### config.mk
export PLATFORM = sky130hd
export DESIGN_NAME = cflog_loop_expander
export DESIGN_NICKNAME = d
export VERILOG_FILES = /design/src/rtl/cflog_pkg.sv /design/src/rtl/cflog_out_reg.sv /design/src/rtl/cflog_loop_expander.sv
export SDC_FILE = /design/constraint.sdc
export NUM_CORES = 1
export LEC_CHECK = 0
export BUFFER_PORTS_ARGS = -buffer_cell sky130_fd_sc_hd__buf_2
export CELL_PAD_IN_SITES_DETAIL_PLACEMENT = 1
export CELL_PAD_IN_SITES_GLOBAL_PLACEMENT = 1
export CORE_MARGIN = 1.5
export CORE_UTILIZATION = 40
export DETAILED_ROUTE_END_ITERATION = 6
export PLACE_DENSITY = 0.83
export SLEW_MARGIN = 15
export SYNTH_ARGS = -nofsm -noshare
export SYNTH_HDL_FRONTEND = slang
export SYNTH_SLANG_ARGS = --single-unit
### constraint.sdc
create_clock -name clk -period 2.26 [get_ports clk]
set_clock_uncertainty 0.05 [all_clocks]
set_input_delay 0.339 -clock clk [delete_from_list [all_inputs] [get_ports clk]]
set_output_delay 0.339 -clock clk [all_outputs]
set_load 0.05 [all_outputs]
### src/rtl/cflog_pkg.sv
// Shared definitions for the CFLog verifier-side blocks.
// Holds the address and counter widths, the expander FSM state enum,
// the smallest legal loop count, and the TCB address constants that the
// checker blocks also use.
package cflog_pkg;

    localparam int unsigned ADDR_W       = 16;
    localparam int unsigned CTR_W        = 32;
    localparam int unsigned LOOP_CTR_MIN = 3;

    localparam logic [15:0] TCB_BASE = 16'hA000;
    localparam logic [15:0] TCB_EXIT = 16'hDFFE;

    typedef enum logic [1:0] {
        IDLE,
        PASS,
        REPLAY,
        LOOPED
    } state_e;

endpackage

### src/rtl/cflog_out_reg.sv
// Valid/ready output register for the expanded edge stream.
// Ports:
//   clk, rst_n      - clock, asynchronous active-low reset
//   load_i          - capture src_i/dest_i/replay_i (the caller only loads when the slot is free)
//   src_i, dest_i   - edge to present
//   replay_i        - edge is a regenerated loop copy
//   ready_i         - downstream accepts the presented edge
//   valid_o, src_o, dest_o, replay_o - registered output edge
module cflog_out_reg #(
    parameter int unsigned ADDR_W = 16
) (
    input  logic              clk,
    input  logic              rst_n,
    input  logic              load_i,
    input  logic [ADDR_W-1:0] src_i,
    input  logic [ADDR_W-1:0] dest_i,
    input  logic              replay_i,
    input  logic              ready_i,
    output logic              valid_o,
    output logic [ADDR_W-1:0] src_o,
    output logic [ADDR_W-1:0] dest_o,
    output logic              replay_o
);

    logic              valid_q;
    logic [ADDR_W-1:0] src_q;
    logic [ADDR_W-1:0] dest_q;
    logic              replay_q;

    // Data is only written on load, so it holds still while stalled.
    always_ff @(posedge clk or negedge rst_n) begin
        if (!rst_n) begin
            valid_q  <= 1'b0;
            src_q    <= '0;
            dest_q   <= '0;
            replay_q <= 1'b0;
        end else if (load_i) begin
            valid_q  <= 1'b1;
            src_q    <= src_i;
            dest_q   <= dest_i;
            replay_q <= replay_i;
        end else if (ready_i) begin
            valid_q  <= 1'b0;
        end
    end

    assign valid_o  = valid_q;
    assign src_o    = src_q;
    assign dest_o   = dest_q;
    assign replay_o = replay_q;

endmodule

### src/rtl/cflog_loop_expander.sv
// Expands the loop-compressed CFLog into a plain edge stream by replaying
// the last normal edge C-2 times for each loop-count entry (counter C).
// Ports:
//   clk, rst_n                    - clock, asynchronous active-low reset
//   in_valid/in_ready             - log entry handshake
//   in_src/in_dest                - edge, or counter {hi, lo} when in_loop=1
//   in_loop                       - entry is a loop count
//   out_valid/out_ready           - expanded edge handshake
//   out_src/out_dest/out_replay   - expanded edge, out_replay marks loop copies
//   err                           - sticky malformed-log flag
//   clear                         - synchronous: forget last edge, clear err
// Optional (CFLOG_EXPANDER_STATS_EN defined):
//   stat_edges, stat_loops, stat_max_iter - saturating statistics
module cflog_loop_expander #(
    parameter int unsigned ADDR_W = cflog_pkg::ADDR_W,
    parameter int unsigned CTR_W  = cflog_pkg::CTR_W
) (
    input  logic              clk,
    input  logic              rst_n,
    input  logic              in_valid,
    output logic              in_ready,
    input  logic [ADDR_W-1:0] in_src,
    input  logic [ADDR_W-1:0] in_dest,
    input  logic              in_loop,
    output logic              out_valid,
    input  logic              out_ready,
    output logic [ADDR_W-1:0] out_src,
    output logic [ADDR_W-1:0] out_dest,
    output logic              out_replay,
    output logic              err,
    input  logic              clear
`ifdef CFLOG_EXPANDER_STATS_EN
    ,
    output logic [31:0]       stat_edges,
    output logic [15:0]       stat_loops,
    output logic [CTR_W-1:0]  stat_max_iter
`endif
);

    import cflog_pkg::*;

    state_e            state_q, state_d;
    logic [CTR_W-1:0]  rem_q, rem_d;
    logic [ADDR_W-1:0] last_src_q, last_src_d;
    logic [ADDR_W-1:0] last_dest_q, last_dest_d;
    logic              last_ok_q, last_ok_d;
    logic              err_q, err_d;
    logic              alive_q;

    logic [CTR_W-1:0]  ctr_c;
    logic              out_free_c;
    logic              in_fire_c;
    logic              ld_c;
    logic              ld_replay_c;
    logic [ADDR_W-1:0] ld_src_c;
    logic [ADDR_W-1:0] ld_dest_c;

    assign ctr_c      = {in_src, in_dest};
    assign out_free_c = !out_valid || out_ready;
    // alive_q keeps in_ready low while reset is held.
    assign in_ready   = alive_q && (state_q != REPLAY) && out_free_c;
    assign in_fire_c  = in_valid && in_ready;

    // Next-state and output-load decode.
    always_comb begin
        state_d     = state_q;
        rem_d       = rem_q;
        last_src_d  = last_src_q;
        last_dest_d = last_dest_q;
        last_ok_d   = last_ok_q;
        err_d       = err_q;
        ld_c        = 1'b0;
        ld_replay_c = 1'b0;
        ld_src_c    = in_src;
        ld_dest_c   = in_dest;

        if (clear) begin
            state_d   = IDLE;
            rem_d     = '0;
            last_ok_d = 1'b0;
            err_d     = 1'b0;
        end else begin
            case (state_q)
                IDLE: begin
                    if (in_fire_c) begin
                        if (in_loop) begin
                            err_d = 1'b1;
                        end else begin
                            ld_c        = 1'b1;
                            last_src_d  = in_src;
                            last_dest_d = in_dest;
                            last_ok_d   = 1'b1;
                            state_d     = PASS;
                        end
                    end
                end
                PASS, LOOPED: begin
                    if (in_fire_c) begin
                        if (!in_loop) begin
                            ld_c        = 1'b1;
                            last_src_d  = in_src;
                            last_dest_d = in_dest;
                            last_ok_d   = 1'b1;
                            state_d     = PASS;
                        end else if ((state_q == PASS) && last_ok_q &&
                                     (ctr_c >= CTR_W'(LOOP_CTR_MIN))) begin
                            // First copy leaves with the accepting handshake;
                            // rem counts the copies still owed after it.
                            ld_c        = 1'b1;
                            ld_replay_c = 1'b1;
                            ld_src_c    = last_src_q;
                            ld_dest_c   = last_dest_q;
                            rem_d       = ctr_c - CTR_W'(LOOP_CTR_MIN);
                            state_d     = (ctr_c == CTR_W'(LOOP_CTR_MIN)) ? LOOPED : REPLAY;
                        end else begin
                            err_d = 1'b1;
                        end
                    end
                end
                REPLAY: begin
                    if (out_free_c) begin
                        ld_c        = 1'b1;
                        ld_replay_c = 1'b1;
                        ld_src_c    = last_src_q;
                        ld_dest_c   = last_dest_q;
                        rem_d       = rem_q - CTR_W'(1);
                        if (rem_q == CTR_W'(1)) begin
                            state_d = LOOPED;
                        end
                    end
                end
                default: state_d = IDLE;
            endcase
        end
    end

    // State and last-edge registers.
    always_ff @(posedge clk or negedge rst_n) begin
        if (!rst_n) begin
            state_q     <= IDLE;
            rem_q       <= '0;
            last_src_q  <= '0;
            last_dest_q <= '0;
            last_ok_q   <= 1'b0;
            err_q       <= 1'b0;
            alive_q     <= 1'b0;
        end else begin
            state_q     <= state_d;
            rem_q       <= rem_d;
            last_src_q  <= last_src_d;
            last_dest_q <= last_dest_d;
            last_ok_q   <= last_ok_d;
            err_q       <= err_d;
            alive_q     <= 1'b1;
        end
    end

    assign err = err_q;

    cflog_out_reg #(
        .ADDR_W (ADDR_W)
    ) u_out_reg (
        .clk      (clk),
        .rst_n    (rst_n),
        .load_i   (ld_c),
        .src_i    (ld_src_c),
        .dest_i   (ld_dest_c),
        .replay_i (ld_replay_c),
        .ready_i  (out_ready),
        .valid_o  (out_valid),
        .src_o    (out_src),
        .dest_o   (out_dest),
        .replay_o (out_replay)
    );

`ifdef CFLOG_EXPANDER_STATS_EN
    logic [31:0]      st_edges_q;
    logic [15:0]      st_loops_q;
    logic [CTR_W-1:0] st_max_q;
    logic             loop_exp_c;

    assign loop_exp_c = in_fire_c && in_loop && (state_q == PASS) && last_ok_q &&
                        (ctr_c >= CTR_W'(LOOP_CTR_MIN));

    // Saturating statistics, zeroed by clear.
    always_ff @(posedge clk or negedge rst_n) begin
        if (!rst_n) begin
            st_edges_q <= '0;
            st_loops_q <= '0;
            st_max_q   <= '0;
        end else if (clear) begin
            st_edges_q <= '0;
            st_loops_q <= '0;
            st_max_q   <= '0;
        end else begin
            if (out_valid && out_ready && (st_edges_q != '1)) begin
                st_edges_q <= st_edges_q + 32'd1;
            end
            if (loop_exp_c && (st_loops_q != '1)) begin
                st_loops_q <= st_loops_q + 16'd1;
            end
            if (in_fire_c && in_loop && (ctr_c > st_max_q)) begin
                st_max_q <= ctr_c;
            end
        end
    end

    assign stat_edges    = st_edges_q;
    assign stat_loops    = st_loops_q;
    assign stat_max_iter = st_max_q;
`endif

endmodule
== Word level (Yosys, flattened, before mapping) ==
Index checks and enable logic that the tools add are counted.

* Register bits: 103
* Input port bits: 38
* Logic and storage cells: 106

* Add/subtract/negate cells: 2
* Magnitude comparators: 1
* Equality and inequality tests: 17
* Mux-type cells: 53
* Bitwise operators: 2
* Reduce and logical (&&, ||, !) cells: 20

{| class="wikitable"
|+ Operator list
! kind !! count
|-
| two-way mux 16 bit || 10
|-
| two-way mux 32 bit || 5
|-
| one-hot mux 16 bit (2 select lines) || 2
|-
| one-hot mux 32 bit (2 select lines) || 1
|-
| == test 32 x 1 -> 1 bit (second input constant) || 1
|-
| == test 32 x 2 -> 1 bit (second input constant) || 1
|-
| >= comparator 32 x 2 -> 1 bit (second input constant) || 1
|-
| subtractor 32 x 1 -> 32 bit (second input constant) || 1
|-
| subtractor 32 x 2 -> 32 bit (second input constant) || 1
|-
| inequality test 3 bit (second input constant) || 9
|-
| two-way mux 1 bit || 23
|-
| two-way mux 2 bit || 8
|-
| AND reduction 6 bit || 2
|-
| one-hot mux 2 bit (3 select lines) || 1
|-
| nonzero test 2 bit || 3
|-
| nonzero test 3 bit || 2
|-
| logical AND 1 bit || 5
|-
| AND reduction 5 bit || 1
|-
| == test 2 bit (second input constant) || 2
|-
| inequality test 4 bit (second input constant) || 1
|-
| one-hot mux 1 bit (2 select lines) || 2
|-
| AND reduction 4 bit || 1
|-
| one-hot mux 1 bit (3 select lines) || 1
|-
| AND reduction 3 bit || 1
|-
| 9 further kinds || 10
|}

== Longest topological paths before layout ==
Gate-level depths: netlist (run 1).

* Word-level depth: 9
* Depth in mapped cells: 10
* Mapped depth without buffers: 8

== Cells and area by module ==
From an unflattened synthesis (run 1), not the netlist that was laid out.

* Cell total of the unflattened synthesis: 647
* Area, all modules: 6119.6 um^2

{| class="wikitable"
|+ Modules (own cells, without submodules)
! module !! instances !! cells each !! area an instance (um^2) !! sequential area each (um^2)
|-
| cflog_loop_expander || 1 || 574 || 4705.8 || 1726.7
|-
| cflog_out_reg || 1 || 73 || 1413.9 || 850.8
|}

== Worst setup path before layout (run 1) ==
OpenSTA, ideal clock, no wires.

* Path type: register to register
* From: reg u_out_reg.valid_q (netlist: u_out_reg.valid_o)
* To: reg u_out_reg.dest_q[0] (netlist: u_out_reg.dest_o[0])
* Library setup time: 0.082 ns
* Arrival time: 2.311 ns
* Slack: -0.183 ns
* Cell stages (with the launch flop): 9
* Buffers on the path: 2
* Cells stage by stage: dfrtp_1 > nand2b_1 > clkbuf_1 > nand4_1 > nor3_1 > a21o_1 > clkbuf_1 > nor2_1 > a31oi_1

* Cells in the longest elaborated chain, start to end: 7

{| class="wikitable"
|+ RTL lines
! what !! RTL line !! source
|-
| start, declared || cflog_out_reg.sv:25 || <nowiki>logic valid_q;</nowiki>
|-
| start signal, assigned || cflog_out_reg.sv:33 || <nowiki>valid_q <= 1'b0;</nowiki>
|-
| start signal, assigned || cflog_out_reg.sv:38 || <nowiki>valid_q <= 1'b1;</nowiki>
|-
| start signal, assigned || cflog_out_reg.sv:43 || <nowiki>valid_q <= 1'b0;</nowiki>
|-
| logical NOT 1 bit (*) || cflog_loop_expander.sv:59 || <nowiki>assign out_free_c = !out_valid || out_ready;</nowiki>
|-
| logical OR 1 bit (*) || cflog_loop_expander.sv:59 ||
|-
| logical AND 1 bit || cflog_loop_expander.sv:61 || <nowiki>assign in_ready = alive_q && (state_q != REPLAY) && out_free_c;</nowiki>
|-
| logical AND 1 bit || cflog_loop_expander.sv:62 || <nowiki>assign in_fire_c = in_valid && in_ready;</nowiki>
|-
| two-way mux 1 bit (tied with other cells) || cflog_loop_expander.sv:98 || <nowiki>if (in_fire_c) begin</nowiki>
|-
| one-hot mux 1 bit (3 select lines) or one-hot mux 16 bit (2 select lines) (tied branches) || cflog_loop_expander.sv:83 || <nowiki>case (state_q)</nowiki>
|-
| two-way mux 1 bit or two-way mux 16 bit (tied branches) || cflog_loop_expander.sv:77 || <nowiki>if (clear) begin</nowiki>
|-
| end signal, assigned || cflog_out_reg.sv:40 || <nowiki>dest_q <= dest_i;</nowiki>
|-
| end, declared || cflog_out_reg.sv:27 || <nowiki>logic [ADDR_W-1:0] dest_q;</nowiki>
|}

Mark *: on every way between the ends. The rest lies on a longest branch, timed or not.
A chain may end at the register's enable or synchronous reset.

== Worst setup path in the final report (run 1) ==
* From: in in_src[11]
* To: reg u_out_reg.dest_q[5] (netlist: u_out_reg.dest_o[5])

* Cells in the longest elaborated chain, start to end: 7

{| class="wikitable"
|+ RTL lines
! what !! RTL line !! source
|-
| start, declared || cflog_loop_expander.sv:22 || <nowiki>input logic [ADDR_W-1:0] in_src,</nowiki>
|-
| >= comparator 32 x 2 -> 1 bit (*) || cflog_loop_expander.sv:106 || <nowiki>(ctr_c >= CTR_W'(LOOP_CTR_MIN))) begin</nowiki>
|-
| logical AND 1 bit (*) || cflog_loop_expander.sv:105 || <nowiki>end else if ((state_q == PASS) && last_ok_q &&</nowiki>
|-
| two-way mux 1 bit or two-way mux 16 bit (tied branches) || cflog_loop_expander.sv:105 ||
|-
| two-way mux 1 bit or two-way mux 16 bit (tied branches) || cflog_loop_expander.sv:99 || <nowiki>if (!in_loop) begin</nowiki>
|-
| two-way mux 1 bit or two-way mux 16 bit (tied branches) || cflog_loop_expander.sv:98 ||
|-
| one-hot mux 1 bit (3 select lines) or one-hot mux 16 bit (2 select lines) (tied branches) || cflog_loop_expander.sv:83 ||
|-
| two-way mux 1 bit or two-way mux 16 bit (tied branches) || cflog_loop_expander.sv:77 ||
|}

Marked as above.

==> results.ini, run 1 <==
[status]
status = finished with violations
violations = negative setup slack

[setup_path]
worstSetupPathType = in -> reg
startpoint_type = primary input
cp.arrival_ns = 2.51
cp_max_fo = 8
cp.required_ns = 2.48
endpoint_kind = flip-flop

[synth]
synth_top_area_share_pct = 41.1
yosys.cell_types.count = 69
seq_area_frac_synth_pct = 41.1
synth_edf_count = 0
async_flop_share_pct = 100
yosysTopAreaCell = dfrtp_1
synth_ff_type = dfrtp_1
syn_avg_cell_area_um2 = 8.89
synth_most_common_cell = dfrtp_1
synth_commonest_cells = dfrtp_1 (103), nor2_1 (84), a21oi_1 (56), nand2_1 (52), o21ai_0 (39)
syn_area_um2 = 6270
synth_seq_cells = 103
synth_cells = 705
synth_area_leaders = dfrtp_1 (41%), mux2_2 (5.7%), nor2_1 (5.0%)
syn-num-nets = 746
synth_warnings = 0

[die]
die_w_um = 128
rows = 45
initial_core_util_pct = 41.1
die_h_um = 128
design.core.area_um2 = 15300
io_pins = 74
dieArea_um2 = 16400

[pwr]
fin_total_pwr_w = 0.00691
pwr-share-clk_pct = 25.3
comb_power_share_pct = 38.1
p_per_area_nw_per_um2 = 836
switching_share_pct = 41.4
power_leakage_nw = 3.51
power_frac_seq_pct = 36.6
switchingPower_w = 0.00286
ir_drop_mv = 0.488
p_int_w = 0.00405

[placed_design]
gp_congestion = 0.912
post-place-ws_ns = -0.295
postPlaceCellArea_um2 = 7680
port_buffers = 73
dp_hpwl_um = 17000
place_inst = 1048

[sta]
setup_viol = 3
rsz0062_at_grt = true
layout_setup_ws_ns = -0.0239
fmax_mhz = 438
hold_viol = 0
min_period_ns = 2.28
tightestPinTransition_ns = 0.662
period_share_pct = 101
max_slew_margin_pct = 55.9
drv_slew = 0

[routing]
dr.first_iter.drc_count = 684
top_layer = met4
vias = 6887
wl_met1_um = 10000
via_per_inst = 6.41
met3_length_um = 1970
ant_nets = 0
dr_wl_met2_um = 12800
drc = 0
drtPass1Iterations = 6
wl_um = 26000
wl_per_cell_um = 24.2

[cts]
cts.sinks = 103
cts_tree = built
insertion_delay_ns = 0.37
clk_pin_slew_ns = 0.07
cts_max_level = 3
cts_buffers = 9
root_buffer = clkbuf_16
cts_buffer_depth = 2

[global_routing]
grt_pass1_wl_um = 39100
track_usage_pct = 30.7
grt_pass1_vias = 7119
grt_antenna_before_repair = 0
overflow = 0
grt_max_degree = 45

[cells_and_area]
n_antenna_cell = 0
instances_no_fill = 1075
nets = 900
final_cell_area_um2 = 8260
drive_above_1_share_pct = 33.7
fin_util_pct = 54.1
syn_to_final_growth_pct = 31.8

[flow_run]
max_cap_violations = 0

[hold_path]
worstHoldPathType = in -> reg

[worst max-delay path: stages]
cell       delay [ns]
buf_2            0.10
or4_4            0.55
nor4_4           0.22
buf_4            0.18
nand4_4          0.21
a21oi_4          0.32
buf_6            0.16
clkbuf_16        0.15
a221oi_1         0.06
a31oi_1          0.22
[kinds of logic after synthesis]
kind of cell / after synthesis / share of synthesized area [%]
AND/OR/NAND/NOR: 260 / 20.9
AO/OA/AOI/OAI: 212 / 22.3
flip-flops: 103 / 41.1
buffers and inverters: 64 / 5.05
multiplexers: 34 / 6.07
XOR/XNOR: 28 / 3.91
adder cells (fa/ha/maj): 3 / 0.599
other: 1 / 0.0598
[power by group through the flow]
stage | sequential, W | clock, W | combinational (W)
after CTS | 0.00251 | 0.00175 | 0.00250
after floorplan | 0.00321 | 0 | 0.000844
after detailed placement | 0.00253 | 0 | 0.00245
after global placement | 0.00249 | 0 | 0.00236
after global routing | 0.00256 | 0.00183 | 0.00276
final | 0.00253 | 0.00175 | 0.00263
[metal layers]
layer  vias up  track usage [%]
met5         -                0
met2       399             51.4
li1       2914                -
met1      3466             38.2
met3       108             6.76
met4         0             13.3
[final cells by class]
type,count,area [µm²]
Tap cell,211,264
Sequential cell,103,2580
Clock inverter,6,92.6
Inverter,9,33.8
Timing Repair Buffer,198,1540
Fill cell,1756,7000
Clock buffer,10,229
Multi-Input combinational cell,538,3520
[placed cells by master (no fill, tap or decap), types with 4 or more instances in the layout]
master     synthesis  routed
o21ai_1           13      14
nor3_1            31      29
a221oi_2           4       5
and3_1             4       4
a221oi_1          19      18
buf_2              8      72
nand4b_1           5       5
nand3_1           33      33
buf_4              9     106
a31oi_1           31      30
clkbuf_16          0      11
o21ai_0           39      38
or2_2              4       4
buf_12             0      15
inv_1              8       7
nor4_1            13      12
xor2_1            14      14
o211ai_1           5       5
nor2_1            84      82
a211o_1           11      11
xnor2_1           14      14
mux2_2            32      32
a21oi_1           56      56
nand2_1           52      50
dfrtp_1          103     100
or4_4              0       4
[stage by stage]
stage	TNS, ns	hold WS [ns]
finish	-0.0547	0.313
global route	-1.26	0.321
CTS	0	0.304
detailed placement	-15.40	0.349
global placement	-10.17	0.342
floorplan	-0.109	-0.00659
[flip-flops by register name (all words and copies together) (netlist names)]
name / flops
rem_q: 32
u_out_reg.dest_o: 16
state_q: 2
last_dest_q: 16
last_src_q: 16
u_out_reg.valid_o: 1
alive_q: 1
u_out_reg.src_o: 16
u_out_reg.replay_o: 1
last_ok_q: 1
err: 1
[what timing repair did]
action,4_1_cts,5_1_grt
pin swaps,3,21
cloned,0,2
gates resized for setup,4,27
setup buffers,1,7
hold endpoints to repair,40,0
hold buffers,1,0
endpoints found under the setup margin,5,32
[final timing paths]
path                                           startpoint                         endpoint  slack [ns]  depth (start not counted)
setup / recovery                               in_src[11]  u_out_reg.dest_o[5]$_DFFE_PN0P_       -0.02                         10
hold / removal                                 in_src[13]       last_src_q[13]$_DFFE_PN0P_        0.31                          3
setup reg to reg            u_out_reg.valid_o$_DFFE_PN0P_            rem_q[24]$_DFFE_PN0P_        0.03                          7
hold reg to reg            u_out_reg.replay_o$_DFFE_PN0P_   u_out_reg.replay_o$_DFFE_PN0P_        0.44                          1
max in group asynchronous                           rst_n   u_out_reg.src_o[2]$_DFFE_PN0P_        0.99                          3
min in group asynchronous                           rst_n            rem_q[30]$_DFFE_PN0P_        0.49                          2
(Power assumes the default switching activity.)
==> run 2: changes to the inputs <==
PLACE_DENSITY = 0.82   (was 0.83)
SYNTH_HIERARCHICAL = 1   (was not set)
==> run 2 against run 1 <==
Against the previous run: the run now ends clean; clock power about the same; synthesized cell count is 8.2% lower; sequential cell count unchanged; count of clock-buffer cells in the layout grew 1; sequential power decreased by 10%; first-iteration DRC count fell by 45%; power is 21% lower; wire length down 24%; via count is 19% lower; fmax up 5.0%; critical endpoint is now u_out_reg/dest_o[4]$_DFFE_PN0P_; largest cell class unchanged.
==> results.ini, run 2 <==
[cts]
cts_max_level = 3  ; unchanged
cts_tree = built
clk_pin_slew_ns = 0.07  ; about the same
insertion_delay_ns = 0.36  ; about the same
cts.sinks = 103  ; unchanged
root_buffer = clkbuf_16
cts_buffer_depth = 2  ; unchanged
cts_buffers = 9  ; unchanged

[synth]
seq_area_frac_synth_pct = 42.1  ; +1.0 points
async_flop_share_pct = 100  ; unchanged
syn_avg_cell_area_um2 = 9.46  ; +6.4%
synth_top_area_share_pct = 42.1  ; +1.0 points
syn_area_um2 = 6120  ; -2.4%
yosys.cell_types.count = 63  ; -8.7%
synth_area_leaders = dfrtp_1 (42%), nand2_1 (7.5%), mux2_4 (7.1%)
synth_most_common_cell = nand2_1
syn-num-nets = 688  ; -7.8%
synth_cells = 647  ; -8.2%
synth_seq_cells = 103  ; unchanged
yosysTopAreaCell = dfrtp_1
synth_commonest_cells = nand2_1 (123), dfrtp_1 (103), nor2_1 (64), o21ai_0 (49), mux2_2 (36)
synth_ff_type = dfrtp_1
synth_edf_count = 0  ; unchanged
synth_warnings = 6  ; +6

[setup_path]
endpoint_kind = flip-flop
worstSetupPathType = reg -> reg
r2r_start = u_out_reg/valid_o$_DFFE_PN0P_
startpoint_type = flip-flop
crit_start = u_out_reg/valid_o$_DFFE_PN0P_
rr_worst_depth = 9  ; +2
reg2reg_slack_ns = 0.09  ; +0.06 ns
cp.arrival_ns = 2.38  ; -0.13 ns
crit_path_max_incr_delay_ns = 0.41  ; -0.14 ns
r2r-end = u_out_reg/dest_o[4]$_DFFE_PN0P_
cp.required_ns = 2.46  ; -0.02 ns
cp_slowest_cell = dfrtp_2
path_cells = or2b_1 > and3_4 > nand3_4 > o31a_4 > buf_6 > buf_12 > nand2_1 > nand2_1 > mux2_4
cp_max_fo = 22  ; +14
path_common_cell = nand2_1

[sta]
layout_setup_ws_ns = 0.0851  ; +0.109 ns
min_period_ns = 2.17  ; -0.109 ns
setup_viol = 0  ; -3
fmax_mhz = 460  ; +5.0%
period_share_pct = 96.2  ; -4.8 points
hold_slack_ns = 0.195  ; -0.118 ns
drv_slew = 0  ; unchanged
hold_viol = 0  ; unchanged

[routing]
wl_per_cell_um = 20.0  ; -17%
via_per_inst = 5.66  ; -12%
wl_um = 19800  ; -24%
vias = 5607  ; -19%
drtPass1Iterations = 5  ; -1
ant_nets = 0  ; unchanged
dr.first_iter.drc_count = 374  ; -45%
drc = 0  ; unchanged

[die]
design.core.area_um2 = 15100  ; -1.1%
die_w_um = 127  ; -1.2%
io_pins = 74  ; unchanged
dieArea_um2 = 16100  ; -2.3%
initial_core_util_pct = 40.6  ; -0.54 points
rows = 45  ; unchanged
die_h_um = 127  ; -1.2%

[cells_and_area]
layout_commonest_cell = nand2_1
drive_above_1_share_pct = 35.9  ; +2.2 points
final_cell_area_um2 = 7750  ; -6.2%
registers.top_by_ff_count = rem_q
fill_cells = 1742  ; -0.80%
syn_to_final_growth_pct = 26.6
final-seq-area_um2 = 2580  ; about the same
nets = 838  ; -6.9%
n_antenna_cell = 0  ; unchanged
largest_reg_flops = 32  ; unchanged
multi_input_area_um2 = 3310  ; -6.0%
final_cell_mix = nand2_1 (123), dfrtp_1 (102), buf_4 (92)

[pwr]
power_leakage_nw = 3.62  ; +3.1%
p_per_area_nw_per_um2 = 706  ; -16%
fin_total_pwr_w = 0.00547  ; -21%
ir_drop_mv = 0.530  ; +8.5%

[flow_run]
max_cap_violations = 0  ; unchanged

[global_routing]
grt_antenna_before_repair = 0  ; unchanged
overflow = 0  ; unchanged
track_usage_pct = 25.7  ; -4.9 points
grt_pass1_wl_um = 32300  ; -17%
grt_pass1_vias = 6062  ; -15%
grt_max_degree = 41  ; -8.9%

[placed_design]
postPlaceCellArea_um2 = 7300  ; -4.9%
dp_hpwl_um = 14100  ; -17%
gp_congestion = 0.847  ; -7.1%
post-place-ws_ns = -0.254  ; +0.0414 ns
port_buffers = 73  ; unchanged

[hold_path]
worstHoldPathCells = 3  ; unchanged
worstHoldPathType = in -> reg
whs_endpoint = u_out_reg/valid_o$_DFFE_PN0P_
hold_start = out_ready

[status]
status = complete, no violations

==> run 2: cell types whose count changed after synthesis, sizes merged, moves of 5 or more <==
cell,previous run,this run
a211o,11,0
a21oi,58,34
a221oi,23,0
a31oi,31,8
clkbuf,30,13
mux2,32,65
nand2,53,123
nand3,33,13
nor2,84,64
nor3,33,26
nor4,15,20
o31ai,2,7
==> run 2: worst max path at each step <==
stage,endpoint,slack [ns],depth (start not counted)
floorplan,u_out_reg/dest_o[0]$_DFFE_PN0P_,-0.17,9
global placement,rem_q[16]$_DFFE_PN0P_,-0.12,10
detailed placement,u_out_reg/dest_o[4]$_DFFE_PN0P_,-0.25,10
CTS,u_out_reg/src_o[4]$_DFFE_PN0P_,0.02,9
global route,u_out_reg/dest_o[10]$_DFFE_PN0P_,-0.004,8
finish,u_out_reg/dest_o[4]$_DFFE_PN0P_,0.09,9
==> run 2: what timing repair did <==
item                                   in CTS  in global routing
cloned                                      0                  1
setup endpoints to repair                   4                 42
endpoints found under the hold margin      17                  0
gates resized for setup                     1                 11
hold buffers                                1                  0
pin swaps                                   0                  1
setup buffers                               0                  3
==> run 2: final cells by class <==
class,instances,share of cell area [%]
multi-input combinational,499,42.7
clock inverter,5,1.11
clock buffer,11,3.13
inverter,9,0.468
tap,188,3.04
timing repair buffer,175,16.2
sequential,103,33.3
==> run 2: power by group <==
part / internal (W) / total [W] / switching (W) / leakage (nW)
clock network: 0.00101 / 0.00177 / 0.000752 / 0.161
registers: 0.00212 / 0.00227 / 0.000158 / 1.31
logic: 0.000535 / 0.00143 / 0.000894 / 2.15
total: 0.00366 / 0.00547 / 0.00180 / 3.62
==> run 2: logic make-up (layout without fill, tap and decap cells) <==
group / after synthesis / after routing / share of synthesized area, %
AND/OR/NAND/NOR: 278 / 278 / 21.0
AO/OA/AOI/OAI: 125 / 125 / 12.8
flip-flops: 103 / 103 / 42.1
multiplexers: 67 / 67 / 14.1
buffers and inverters: 45 / 200 / 5.75
XOR/XNOR: 25 / 25 / 3.58
adder cells (fa/ha/maj): 3 / 3 / 0.613
other: 1 / 1 / 0.0613
==> run 2: routing by layer <==
layer  GRT usage (%)  routed length (µm)  vias up
li1                -                   -     2577
met3            4.05                 662       39
met1            32.0                8540     2837
met2            45.0               10100      154
met5               0                   0        -
met4            10.2                 447        0
==> run 2: worst max-delay path: cells and delay by family, from the launching register on <==
family	cells	cell delay, ns
AO/OA/AOI/OAI	1	0.38
buffers and inverters	2	0.31
flip-flops	1	0.41
multiplexers	1	0.26
AND/OR/NAND/NOR	5	0.66
==> run 2: per-stage QoR <==
| step | instances | setup TNS [ns] | utilization [%] |
|---|---|---|---|
| after floorplan | 647 | -4.99 | - |
| after global placement | 969 | -5.47 | 48.4 |
| after detailed placement | 969 | -12.45 | 48.4 |
| after CTS | 986 | 0 | 50.7 |
| after global routing | 990 | -0.00625 | 51.3 |
| final | 990 | 0 | 51.3 |
